$ cat src/rtl/pc_seq_pkg.sv
// Shared types and constants for the PC fetch sequencer.
// Redirect priorities are ordered so a plain >= compare picks the winner.
package pc_seq_pkg;

    typedef enum logic [1:0] {
        S_BOOT = 2'd0,
        S_REQ  = 2'd1,
        S_HOLD = 2'd2
    } state_t;

    typedef enum logic [1:0] {
        PRIO_NONE   = 2'd0,
        PRIO_BRANCH = 2'd1,
        PRIO_JUMP   = 2'd2,
        PRIO_EXC    = 2'd3
    } prio_t;

    localparam logic [31:0] PC_STEP          = 32'd4;
    localparam logic [31:0] DEF_RESET_VECTOR = 32'h0000_0000;
    localparam logic [31:0] DEF_EXC_VECTOR   = 32'h0000_0080;

    function automatic logic misaligned(input logic [31:0] a);
        return a[1:0] != 2'b00;
    endfunction

endpackage

$ cat src/rtl/pc_redirect_latch.sv
// Pending-redirect register: holds the highest-priority unconsumed target.
// o_valid/o_target present the merge of the pending entry and this cycle's arrival.
module pc_redirect_latch
    import pc_seq_pkg::*;
(
    input  logic        clk,
    input  logic        rst,
    input  prio_t       i_prio,
    input  logic [31:0] i_target,
    input  logic        i_clear,
    output logic        o_valid,
    output logic [31:0] o_target
);

    prio_t       r_prio;
    logic [31:0] r_target;
    logic        w_take_new;

    assign w_take_new = (i_prio != PRIO_NONE) && (i_prio >= r_prio);
    assign o_valid    = w_take_new || (r_prio != PRIO_NONE);
    assign o_target   = w_take_new ? i_target : r_target;

    always_ff @(posedge clk or posedge rst) begin
        if (rst) begin
            r_prio   <= PRIO_NONE;
            r_target <= '0;
        end else if (i_clear) begin
            r_prio   <= PRIO_NONE;
        end else if (w_take_new) begin
            r_prio   <= i_prio;
            r_target <= i_target;
        end
    end

endmodule

$ cat src/rtl/pc_fetch_sequencer.sv
// Program-counter owner: picks the next PC, handshakes with instruction
// memory, honours stalls and hands delivered PCs to decode.
module pc_fetch_sequencer
    import pc_seq_pkg::*;
#(
    parameter logic [31:0] RESET_VECTOR = DEF_RESET_VECTOR,
    parameter logic [31:0] EXC_VECTOR   = DEF_EXC_VECTOR
) (
    input  logic        clk,
    input  logic        reset,
    input  logic        stall,
    input  logic        branch_taken,
    input  logic [31:0] branch_target,
    input  logic        jump,
    input  logic [31:0] jump_target,
    input  logic        exception,
    output logic        imem_req,
    output logic [31:0] imem_addr,
    input  logic        imem_ack,
    output logic        instr_valid,
    output logic [31:0] instr_pc,
    output logic        misalign_err
);

    state_t      r_state;
    logic        r_req;
    logic [31:0] r_addr;
    logic        r_valid;
    logic [31:0] r_pc;
    logic        r_mis;

    prio_t       w_prio;
    logic [31:0] w_tgt;
    logic        w_mis;
    logic        w_clear;
    logic        w_eff_valid;
    logic [31:0] w_eff_target;

    // A misaligned branch/jump target is promoted to an exception.
    always_comb begin
        w_prio = PRIO_NONE;
        w_tgt  = '0;
        w_mis  = 1'b0;
        if (exception) begin
            w_prio = PRIO_EXC;
            w_tgt  = EXC_VECTOR;
        end else if (jump) begin
            w_prio = PRIO_JUMP;
            w_tgt  = jump_target;
        end else if (branch_taken) begin
            w_prio = PRIO_BRANCH;
            w_tgt  = branch_target;
        end
        if (w_prio != PRIO_EXC && w_prio != PRIO_NONE && misaligned(w_tgt)) begin
            w_mis  = 1'b1;
            w_prio = PRIO_EXC;
            w_tgt  = EXC_VECTOR;
        end
    end

    // Nothing outstanding, or the outstanding fetch completes: consume.
    assign w_clear = (r_state != S_REQ) || imem_ack;

    pc_redirect_latch u_latch (
        .clk      (clk),
        .rst      (reset),
        .i_prio   (w_prio),
        .i_target (w_tgt),
        .i_clear  (w_clear),
        .o_valid  (w_eff_valid),
        .o_target (w_eff_target)
    );

    always_ff @(posedge clk or posedge reset) begin
        if (reset) begin
            r_state <= S_BOOT;
            r_req   <= 1'b0;
            r_addr  <= RESET_VECTOR;
            r_valid <= 1'b0;
            r_pc    <= RESET_VECTOR;
            r_mis   <= 1'b0;
        end else begin
            r_valid <= 1'b0;
            r_mis   <= w_mis;
            unique case (r_state)
                S_BOOT, S_HOLD: begin
                    if (w_eff_valid)
                        r_addr <= w_eff_target;
                    r_state <= stall ? S_HOLD : S_REQ;
                    r_req   <= !stall;
                end
                S_REQ: begin
                    if (imem_ack) begin
                        if (w_eff_valid) begin
                            r_addr <= w_eff_target;
                        end else begin
                            r_addr  <= r_addr + PC_STEP;
                            r_valid <= 1'b1;
                            r_pc    <= r_addr;
                        end
                        if (stall) begin
                            r_state <= S_HOLD;
                            r_req   <= 1'b0;
                        end
                    end
                end
                default: begin
                    r_state <= S_BOOT;
                    r_req   <= 1'b0;
                end
            endcase
        end
    end

    assign imem_req     = r_req;
    assign imem_addr    = r_addr;
    assign instr_valid  = r_valid;
    assign instr_pc     = r_pc;
    assign misalign_err = r_mis;

endmodule

$ cat config.mk
export PLATFORM = sky130hd
export DESIGN_NAME = pc_fetch_sequencer
export DESIGN_NICKNAME = d
export VERILOG_FILES = /design/src/rtl/pc_seq_pkg.sv /design/src/rtl/pc_redirect_latch.sv /design/src/rtl/pc_fetch_sequencer.sv
export SDC_FILE = /design/constraint.sdc
export NUM_CORES = 1
export LEC_CHECK = 0
export CAP_MARGIN = 20
export CORE_MARGIN = 5
export CORE_UTILIZATION = 45
export CTS_CLUSTER_SIZE = 12
export DETAILED_ROUTE_END_ITERATION = 6
export PLACE_DENSITY = 0.88
export SKIP_CTS_REPAIR_TIMING = 1
export SLEW_MARGIN = 40
export SYNTH_ARGS = -nofsm -noshare
export SYNTH_HDL_FRONTEND = slang
export SYNTH_SLANG_ARGS = --single-unit
$ cat constraint.sdc
create_clock -name clk -period 3.1 [get_ports clk]
set_input_delay 0.465 -clock clk [delete_from_list [all_inputs] [get_ports clk]]
set_output_delay 0.465 -clock clk [all_outputs]
set_load 0.1 [all_outputs]
# Yosys cells after proc, flatten, opt, wreduce, memory -nomap -nowiden
# Cells that the tools add are included.
classes:
  add_sub_neg: 1
  n_lt_le_gt_ge: 1
  eq_ne: 7
  n_mux: 26
  bitwise: 1
  reduce_logical: 17
op_table:
  columns: ["op", "n"]
  rows:
  - ["32-bit two-way mux", 8]
  - ["32-bit one-hot mux with 2 select lines", 1]
  - ["32-bit by 3-bit adder with 32-bit output (second input constant)", 1]
  - ["2-bit two-way mux", 8]
  - ["2-bit nonzero test", 6]
  - ["1-bit two-way mux", 7]
  - ["2-bit != test (second input constant)", 3]
  - ["3-bit AND reduction", 2]
  - ["2-bit by 1-bit != test with 1-bit output (second input constant)", 2]
  - ["2-bit one-hot mux with 2 select lines", 1]
  - ["1-bit logical AND", 3]
  - ["2-bit by 1-bit equality test with 1-bit output (second input constant)", 1]
  - ["2-bit equality test (second input constant)", 1]
  - ["2-bit greater-or-equal comparator", 1]
  - ["2-bit zero test", 1]
  - ["1-bit logical OR", 2]
  - ["1-bit one-hot mux with 2 select lines", 1]
  - ["2-bit AND reduction", 1]
  - ["2-bit OR reduction", 1]
  - ["1-bit zero test", 1]
  - ["1-bit inverter", 1]
totals:
  register_bits: 103
  input_bits: 71
  out_inout_bits: 67
  wordCells: 61

# Longest topological paths before layout
depth:
  depth_word: 13
  ltp_mapped: 20
  mapped_depth_nobuf: 13

# Cells and area by module
# From an unflattened synthesis, not the netlist that was laid out.
unflattened:
  cells_unflattened: 666
  area_unflattened_um2: 5560.3
modules_own_cells:
  columns: ["mod", "n_inst", "cells_each", "area_each_um2", "seq_area_each_um2"]
  rows:
  - ["pc_fetch_sequencer", 1, 465, 3743.6, 1701.6]
  - ["pc_redirect_latch", 1, 201, 1816.7, 850.8]

# Worst setup path after synthesis
# Ideal clock, no wire load.
synth_timing:
  path_type: "input to register"
  startpoint: "input port jump"
  endpoint: "register r_addr[18] (netlist: imem_addr[18])"
  setup_ns: 0.132
  arrival_time_ns: 3.679
  path_slack_ns: -0.711
  cell_stages: 18
  cell_sequence: "buf_2 > nor2b_1 > buf_2 > buf_2 > buf_2 > nor2_1 > ha_1 > o221ai_2 > clkbuf_1 > nor2_1 > nor3_1 > ha_1 > nor3b_4 > nor3_1 > clkbuf_1 > a32oi_1 > nor2_1 > or3b_1"
synth_via:
  elab_chain_cells: 12
synth_lines:
  columns: ["element", "line", "rtl"]
  rows:
  - ["start, declared", "pc_fetch_sequencer.sv:14", "input logic jump,"]
  - ["2-bit two-way mux", "pc_fetch_sequencer.sv:47", "end else if (jump) begin"]
  - ["2-bit two-way mux", "pc_fetch_sequencer.sv:44", "if (exception) begin"]
  - ["2-bit != test / 2-bit nonzero test (equally long branches)", "pc_fetch_sequencer.sv:54", "if (w_prio != PRIO_EXC && w_prio != PRIO_NONE && misaligned(w_tgt)) begin"]
  - ["1-bit logical AND (2 in series)", "pc_fetch_sequencer.sv:54", null]
  - ["2-bit two-way mux", "pc_fetch_sequencer.sv:54", null]
  - ["2-bit greater-or-equal comparator / 2-bit nonzero test (equally long branches)", "pc_redirect_latch.sv:19", "assign w_take_new = (i_prio != PRIO_NONE) && (i_prio >= r_prio);"]
  - ["1-bit logical AND", "pc_redirect_latch.sv:19", null]
  - ["32-bit two-way mux / 1-bit logical OR (equally long branches)", null, null]
  - ["32-bit two-way mux", "pc_fetch_sequencer.sv:94", "if (w_eff_valid) begin"]
  - ["32-bit two-way mux", "pc_fetch_sequencer.sv:93", "if (imem_ack) begin"]
  - ["32-bit one-hot mux with 2 select lines", "pc_fetch_sequencer.sv:85", "unique case (r_state)"]
  - ["end signal, assigned", "pc_fetch_sequencer.sv:88", "r_addr <= w_eff_target;"]
  - ["end signal, assigned", "pc_fetch_sequencer.sv:95", "r_addr <= w_eff_target;"]
  - ["end signal, assigned", "pc_fetch_sequencer.sv:97", "r_addr <= r_addr + PC_STEP;"]
  - ["end, declared", "pc_fetch_sequencer.sv:27", "logic [31:0] r_addr;"]
# Parallel ways exist; a longest one is shown, timed or not. The select of a mux whose other input is x is not followed.
# A chain may end at the register's enable or synchronous reset.

# Worst setup path in the final report
layout_timing:
  startpoint: "input port branch_target[1]"
  endpoint: "register r_addr[17] (netlist: imem_addr[17])"
layout_via:
  elab_chain_cells: 12
layout_lines:
  columns: ["element", "line", "rtl"]
  rows:
  - ["start, declared", "pc_fetch_sequencer.sv:13", "input logic [31:0] branch_target,"]
  - ["32-bit two-way mux *", "pc_fetch_sequencer.sv:50", "end else if (branch_taken) begin"]
  - ["32-bit two-way mux *", "pc_fetch_sequencer.sv:47", null]
  - ["32-bit two-way mux *", "pc_fetch_sequencer.sv:44", null]
  - ["2-bit nonzero test *", "pc_seq_pkg.sv:23", "return a[1:0] != 2'b00;"]
  - ["1-bit logical AND *", "pc_fetch_sequencer.sv:54", null]
  - ["2-bit two-way mux", "pc_fetch_sequencer.sv:54", null]
  - ["2-bit greater-or-equal comparator / 2-bit nonzero test (equally long branches)", "pc_redirect_latch.sv:19", null]
  - ["1-bit logical AND", "pc_redirect_latch.sv:19", null]
  - ["32-bit two-way mux / 1-bit logical OR (equally long branches)", null, null]
  - ["32-bit two-way mux", "pc_fetch_sequencer.sv:94", null]
  - ["32-bit two-way mux", "pc_fetch_sequencer.sv:93", null]
  - ["32-bit one-hot mux with 2 select lines", "pc_fetch_sequencer.sv:85", null]
# Every way passes the cells marked *; elsewhere a longest branch is shown, timed or not. The select of a mux whose other input is x is not followed.

==> results.sh <==
export IMPL_slew_headroom=0.639
export IMPL_regArea_sq_um=2550
export IMPL_drt_pass1_iter_count=6
export IMPL_io_pins=138
export IMPL_critPathTopFamily="compound AO/OA/AOI/OAI gates"
export IMPL_ys_seq_area_frac=0.471
export IMPL_r2r_start="u_latch.r_prio[1]$_DFFE_PP0P_"
export IMPL_finClkSkew_ns=0.00835
export IMPL_stdcell_area_sq_um=7660
export IMPL_drive_gt1_frac=0.263
export IMPL_via_per_inst=6.00
export IMPL_clockBufferDepth=2
export IMPL_worstSetupPathType="input port to flop"
export IMPL_wl_mm=17.2
export IMPL_path_clk_slew_ns=0.07
export IMPL_core_sq_um=11900
export IMPL_gp_congestion=0.928
export IMPL_hpwl_mm=12.8
export IMPL_vias=5420
export IMPL_yosysMostFrequentCell="nand2_1"
export IMPL_synth_largest_area_cell="dfrtp_1"
export IMPL_synthFlopType="dfrtp_1"
export IMPL_peakVddDrop_mv=0.513
export IMPL_p_leak_nw=3.55
export IMPL_worst_ep_required_time_ns=3.32
export IMPL_cp_start_kind="input port"
export IMPL_drv_cap=0
export IMPL_start_util=0.455
export IMPL_syn_nets=658
export IMPL_grt_max_degree=41
export IMPL_ant_nets=0
export IMPL_cts_tree="done"
export IMPL_cts_max_level=3
export IMPL_synth_area_sq_um=5420
export IMPL_die_w_um=120
export IMPL_fmax_mhz=340
export IMPL_tns_ns=0
export IMPL_avgSynthCellArea_sq_um=9.30
export IMPL_synth_top_area_frac=0.471
export IMPL_numPortBuffers=137
export IMPL_synthTopCellsByArea="dfrtp_1, nand2_1, o21ai_0"
export IMPL_drv_slew=0
export IMPL_synth_edf_count=0
export IMPL_overflow=0
export IMPL_critical_path_max_stage_delay_ns=0.43
export IMPL_grt_pass1_wl_mm=27.9
export IMPL_clock_sinks=102
export IMPL_synthCells=583
export IMPL_drc=0
export IMPL_hold_class="input port to async pin"
export IMPL_status="finished, final reports clean"
export IMPL_worstPathArrival_ns=3.16
export IMPL_post_drt_wl_per_cell_um=19.0
export IMPL_crit_chain="clkdlybuf4s50_1, o21a_1, o221ai_4, nor2_4, nor3_2, ha_1, nor3b_4, buf_6, nor2_4, o41a_1, a311oi_1, nor3b_1"
export IMPL_multiInputGateArea_sq_um=2780
export IMPL_synth_common_cells="nand2_1, dfrtp_1, o21ai_0"
export IMPL_drtIter0Drc=581
export IMPL_ys_types=72
export IMPL_dieArea_sq_um=14300
export IMPL_antenna_cells=0
export IMPL_ys_seq_elements=102
export IMPL_rsz0062_at_grt="no"
export IMPL_dp_cells=878
export IMPL_power_density_nw_per_um2=898
export IMPL_worst_path_max_delay_cell="clkdlybuf4s50_1"
export IMPL_cts_root_buf="clkbuf_16"
export IMPL_nFillCells=1007
export IMPL_antenna_found_initial=0
export IMPL_cp_end_kind="flop"
export IMPL_ys_async_sr_fraction=1.00
export IMPL_path_common_cell="nor2_4"
export IMPL_final_hold_viol_count=0
export IMPL_period_share=0.948
export IMPL_worst_pin_slew_ns=0.536
export IMPL_setup_viol=0
export IMPL_critPathLaunch="branch_target[1]"
export IMPL_area_delta_synth_final_pct=41.4
export IMPL_fp_row_count=40
export IMPL_place_area_sq_um=7110
export IMPL_ys_warn_count=0
export IMPL_min_period_ns=2.94
export IMPL_first_global_vias=5382
export IMPL_numCtsBuffers=9
export IMPL_path_buf_inv=2
export IMPL_nNetsFinal=826
export IMPL_die_h_um=120
export IMPL_track_usage=0.240
export IMPL_clk_latency_ns=0.34
export IMPL_fin_cells=903
export IMPL_path_max_fanout=6
==> per-layer routing <==
| metal | global-route usage | part of all wire | vias up |
|---|---|---|---|
| li1 | - | - | 2491 |
| met3 | 0.0613 | 0.085 | 30 |
| met5 | 0 | 0 | - |
| met4 | 0.0551 | 0.014 | 0 |
| met1 | 0.333 | 0.43 | 2643 |
| met2 | 0.381 | 0.47 | 256 |
==> kinds of logic (layout without fill, tap and decap cells) <==
group / after synthesis / after routing / share of synthesized area
flops: 102 / 102 / 0.471
fa+ha+maj: 4 / 4 / 0.00923
buf+inv: 49 / 222 / 0.0425
compound gates: 180 / 180 / 0.252
mux: 1 / 1 / 0.00208
simple gates: 247 / 247 / 0.224
==> sequential cells by signal (all words and copies together) (netlist names) <==
register	count
imem_addr	32
instr_pc	32
instr_valid	1
misalign_err	1
r_state	2
u_latch.r_prio	2
u_latch.r_target	32
==> cell usage in the layout (no fill, tap or decap), types with 5 or more instances in the layout <==
cell	Yosys	final
a211oi_1	7	7
a21o_1	6	6
a21oi_1	15	11
a22o_1	20	20
a22oi_1	14	14
a32o_1	13	13
buf_12	0	5
buf_4	4	117
buf_6	1	6
clkbuf_16	0	9
clkdlybuf4s50_1	0	67
dfrtp_1	102	102
nand2_1	145	142
nand3_1	12	12
nand4_1	7	7
nor2_1	28	27
o211a_1	5	5
o211ai_1	9	9
o21ai_0	41	28
o21ai_1	3	15
==> stage by stage <==
| stage | utilization | hold slack, ns | worst slack, ns | power, mW |
|---|---|---|---|---|
| after floorplan | - | 0.445 | -0.455 | 4.64 |
| after global placement | 0.597 | 0.458 | -0.491 | 5.51 |
| after detailed placement | 0.597 | 0.464 | -0.599 | 5.57 |
| after CTS | 0.625 | 0.480 | -0.246 | 6.82 |
| after global routing | 0.643 | 0.474 | 0.0276 | 7.15 |
| final | 0.643 | 0.453 | 0.162 | 6.88 |
==> worst reg2reg max path, stage by stage (launching register included) <==
cell      delay, ns
dfrtp_1        0.54
inv_1          0.10
ha_2           0.35
o21bai_4       0.10
buf_4          0.16
o21a_2         0.22
nand2_4        0.14
inv_4          0.09
buf_4          0.15
and3_2         0.21
nor4_2         0.25
==> final timing paths <==
path / slack, ns / depth (start not counted) / to
min: 0.45 / 2 / instr_pc[8]$_DFFE_PP0P_
min reg2reg: 0.48 / 2 / instr_pc[23]$_DFFE_PP0P_
max in group asynchronous: 2.13 / 3 / u_latch.r_target[28]$_DFFE_PP0P_
max: 0.16 / 12 / imem_addr[17]$_DFFE_PP0P_
min in group clk: 0.48 / 2 / instr_pc[23]$_DFFE_PP0P_
max reg2reg: 0.69 / 10 / imem_addr[29]$_DFFE_PP0P_
==> final cells by class <==
class                      instances  share of cell area
inverter                           7             0.00424
tap                              147              0.0240
clock inverter                     5              0.0106
multi-input combinational        432               0.363
clock buffer                      11              0.0330
timing repair buffer             199               0.232
sequential                       102               0.333
==> where the power goes <==
group / internal (mW) / switching [mW]
Sequential: 1.68 / 0.367
Clock: 0.752 / 0.501
Combinational: 0.871 / 2.72
Total: 3.30 / 3.59
(Power assumes the default switching activity.)
